--- config.mk ---
export PLATFORM = sky130hd
export DESIGN_NAME = sram_mem_controller
export DESIGN_NICKNAME = d
export VERILOG_FILES = /design/src/rtl/sram_mem_controller.sv
export SDC_FILE = /design/constraint.sdc
export NUM_CORES = 1
export LEC_CHECK = 0
export CAP_MARGIN = 20
export CELL_PAD_IN_SITES_DETAIL_PLACEMENT = 1
export CELL_PAD_IN_SITES_GLOBAL_PLACEMENT = 2
export CORE_ASPECT_RATIO = 0.6
export CORE_UTILIZATION = 22
export CTS_BUF_LIST = sky130_fd_sc_hd__clkbuf_4 sky130_fd_sc_hd__clkbuf_8
export CTS_CLUSTER_DIAMETER = 100
export DETAILED_ROUTE_END_ITERATION = 8
export PLACE_DENSITY = 0.84
export SYNTH_ARGS = -nofsm -noshare
export SYNTH_HDL_FRONTEND = slang
export SYNTH_SLANG_ARGS = --single-unit
export TNS_END_PERCENT = 50
--- constraint.sdc ---
create_clock -name clk -period 1.81 [get_ports clk]
set_clock_uncertainty 0.05 [all_clocks]
set_input_delay 0.543 -clock clk [delete_from_list [all_inputs] [get_ports clk]]
set_output_delay 0.543 -clock clk [all_outputs]
set_load 0.02 [all_outputs]
--- src/rtl/sram_mem_controller.sv ---
// rtl/sram_mem_controller.sv - MEM-stage 32-bit access sequencer for a 16-bit async SRAM
// Each access runs as two halfword phases (LO then HI) of WAIT_CYCLES cycles, then one DONE cycle.
module sram_mem_controller #(
  parameter int WAIT_CYCLES = 2,
  parameter int SRAM_AW     = 18
) (
  input  logic               clk,
  input  logic               rst_n,
  input  logic               mem_read,
  input  logic               mem_write,
  input  logic [31:0]        addr,
  input  logic [31:0]        wdata,
  output logic [31:0]        rdata,
  output logic               ready,
  output logic [SRAM_AW-1:0] sram_addr,
  output logic               sram_ce_n,
  output logic               sram_oe_n,
  output logic               sram_we_n,
  output logic [15:0]        sram_dq_o,
  output logic               sram_dq_oe,
  input  logic [15:0]        sram_dq_i
);

  typedef enum logic [1:0] {IDLE, LO, HI, DONE} state_t;

  localparam int CW = (WAIT_CYCLES > 2) ? $clog2(WAIT_CYCLES) : 1;
  localparam logic [CW-1:0] CNT_LAST = CW'(WAIT_CYCLES - 1);

  state_t             state_q, state_d;
  logic [CW-1:0]      cnt_q, cnt_d;
  logic [SRAM_AW-2:0] haddr_q;
  logic [31:0]        wdata_q;
  logic               is_write_q;
  logic [31:0]        rdata_q;

  logic req, last, active, half;

  // Byte-offset and out-of-range address bits are intentionally dropped.
  logic unused_addr_bits;
  assign unused_addr_bits = &{1'b0, addr[31:SRAM_AW+1], addr[1:0]};

  assign req    = mem_read | mem_write;
  assign last   = (cnt_q == CNT_LAST);
  assign active = (state_q == LO) || (state_q == HI);
  assign half   = (state_q == HI);

  always_comb begin
    state_d = state_q;
    cnt_d   = cnt_q;
    case (state_q)
      IDLE: begin
        if (req) begin
          state_d = LO;
          cnt_d   = '0;
        end
      end
      LO: begin
        if (last) begin
          state_d = HI;
          cnt_d   = '0;
        end else begin
          cnt_d = cnt_q + 1'b1;
        end
      end
      HI: begin
        if (last) begin
          state_d = DONE;
          cnt_d   = '0;
        end else begin
          cnt_d = cnt_q + 1'b1;
        end
      end
      DONE:    state_d = IDLE;
      default: state_d = IDLE;
    endcase
  end

  always_ff @(posedge clk) begin
    if (!rst_n) begin
      state_q    <= IDLE;
      cnt_q      <= '0;
      haddr_q    <= '0;
      wdata_q    <= '0;
      is_write_q <= 1'b0;
      rdata_q    <= '0;
    end else begin
      state_q <= state_d;
      cnt_q   <= cnt_d;
      // A simultaneous read and write request resolves to a write.
      if (state_q == IDLE && req) begin
        haddr_q    <= addr[SRAM_AW:2];
        wdata_q    <= wdata;
        is_write_q <= mem_write;
      end
      if (!is_write_q && last) begin
        if (state_q == LO) rdata_q[15:0]  <= sram_dq_i;
        if (state_q == HI) rdata_q[31:16] <= sram_dq_i;
      end
    end
  end

  assign rdata      = rdata_q;
  assign ready      = ((state_q == IDLE) && !req) || (state_q == DONE);
  assign sram_addr  = active ? {haddr_q, half} : '0;
  assign sram_dq_o  = active ? (half ? wdata_q[31:16] : wdata_q[15:0]) : 16'h0000;
  assign sram_ce_n  = !active;
  assign sram_oe_n  = !(active && !is_write_q);
  assign sram_dq_oe = active && is_write_q;
  // The final wait cycle of a write phase keeps data driven with we_n high (hold time).
  assign sram_we_n  = !(active && is_write_q && !last);

endmodule
==> flow_summary.ini <==
[run_status]
status = finished, violations left
violations = setup timing

[detailed_routing]
detail-route-antenna-nets = 0
drc = 0
routed_wl_um = 12200
via_per_inst = 4.17
drt-wirelength-per-cell_um = 14.8
drt_iter0_drc = 118
first_pass_iters = 4
route.vias.total = 3429

[pwr]
pwr_density_cell_mw_per_mm2 = 1180
peakVddDrop_mv = 0.485
total_leakage_power_nw = 2.45
p_total_mw = 7.18

[grt]
grt_max_degree = 52
grt_antenna_before_repair = 0
grt_pass1_wl_um = 18600
grt_pass1_vias = 3429
grt_usage_pct = 13.9
gr-total-overflow = 0

[synthesis]
syn_inst = 442
synth_area_per_cell_sq_um = 8.47
synth-seq-cells = 85
syn_area_sq_mm = 0.00374
synth.distinct_cells = 25
yosys_warnings = 0
synth_fp_nets = 532
ys_seq_area_share_pct = 45.5

[placed_design]
place_congestion = 0.749
hpwl_um = 8940
dpl_worst_slack_ns = -0.618
port_buffers = 139
post_dp_cell_area_sq_mm = 0.00573
place_inst = 800

[critical_path]
critPathCaptureType = output pin
path_cells = inv_1, ha_4, clkinv_2, buf_12, dlygate4sd2_1
crit_arrival_ns = 1.67
startpoint_type = flop
cp_top_family = buffers and inverters
crit_type = reg2out
crit_required_ns = 1.22
crit_fanout = 17
max_stage_delay_ns = 0.35
cp_num_buf_inv = 4
cp_slowest_cell = dfxtp_2

[clocking]
cts_sinks = 85
cts_tree = done
clk_latency_ns = 0.35
clkTransAtPathRegs_ns = 0.08
clock_path_buffers = 2
htreeDepth = 3
cts_hold_buf = 0
clock-root-buffer = clkbuf_8
cts_buffers = 9

[cells_and_area]
final_util_pct = 36.9
area_growth_pct = 62.1
regArea_sq_mm = 0.00170
drive_gt1_share_pct = 25.7
multi_input_area_sq_mm = 0.00215
diodes = 0
final_nets = 680
nFillCells = 1906
fin_area_sq_mm = 0.00607
final_cell_mix = nand2_1, dfxtp_1, a21boi_1
fin_cells = 823
final_common_cell = nand2_1

[die]
initial_core_util_pct = 22.8
dieArea_sq_mm = 0.0176
num_rows = 36
ios = 155
fp.coreArea_sq_mm = 0.0164
chipWidth_um = 170
die_y_um = 103

[sta]
worstMarginPinSlew_ns = 0.354
rsz0062_at_grt = yes
final-setup-viol-count = 39
fin_crit_ns = 2.26
fin_crit_sh_pct = 125
finalHoldViolations = 0
fmax_ghz = 0.443
slew_viol_final = 0
maxSlewHeadroom_pct = 76.3
holdWs_ns = 0.406
worst_slack_ns = -0.448
tns_ns = -13.75

[flow_run]
maxCapViolCount = 0

[hold_path]
min_path_type = reg2reg
==> power breakdown <==
part	switching [mW]	total, mW	internal (mW)
sequential	0.242	2.44	2.20
combinational	1.67	3.21	1.54
clock	0.710	1.52	0.814
==> final timing paths <==
check                   from        end  cells after the start  slack [ns]
hold reg to reg    rdata[11]  rdata[11]                      2        0.41
setup / recovery  state_q[1]  sram_ce_n                      5       -0.45
setup reg to reg  state_q[1]  rdata[20]                      8        0.14
hold / removal     rdata[11]  rdata[11]                      2        0.41
==> routing by layer <==
metal,vias to the layer above,share of wire [%],global-route usage (%)
li1,1715,-,-
met1,1627,50,18.8
met2,77,43,21.3
met3,10,5.9,4.68
met4,0,0.70,2.70
met5,-,0,0
==> final cells by class <==
cell class,instances,area share [%]
clock buffer,11,2.29
tap,228,4.70
inverter,3,0.206
multi-input combinational,323,35.4
timing repair buffer,168,27.9
clock inverter,5,1.40
sequential,85,28.1
==> logic make-up after synthesis <==
group | after synthesis | share of synthesized area (%)
AND/OR/NAND/NOR | 212 | 24.2
AO/OA/AOI/OAI | 86 | 18.2
flip-flops | 85 | 45.5
buffers and inverters | 34 | 5.05
multiplexers | 19 | 5.08
adder cells (fa/ha/maj) | 6 | 2.01
==> registers in the layout, summed over array words and instances (netlist names) <==
name,cells
rdata,32
wdata_q,32
haddr_q,17
state_q,2
cnt_q,1
is_write_q,1
==> cells in the mapped netlist (all sizes together) <==
cell / n / area [sq um]
clkbuf: 9 / 33.8
nand3b: 3 / 30.0
nor2: 17 / 63.8
or3b: 1 / 8.76
ha: 6 / 75.1
and2: 18 / 113
o21ai: 3 / 18.8
nand2b: 3 / 18.8
o21a: 1 / 7.51
buf: 22 / 144
and3b: 2 / 17.5
inv: 2 / 7.51
dfxtp: 85 / 1700
clkinv: 1 / 3.75
nand2: 168 / 656
a21boi: 82 / 653
mux2i: 19 / 190
==> tightest hold or removal path: stages (launching register included) <==
cell and delay [ns]:
dfxtp_1 0.31, nand2_1 0.05, a21boi_1 0.05
==> timing repair <==
action | 4_1_cts | 5_1_grt
pin swaps | 9 | 6
gates resized for setup | 245 | 11
buffers inserted | 2 | 3
gates cloned | 1 | 1
setup endpoints to repair | 71 | 60
Note: power is estimated with default switching activity, not from simulation.
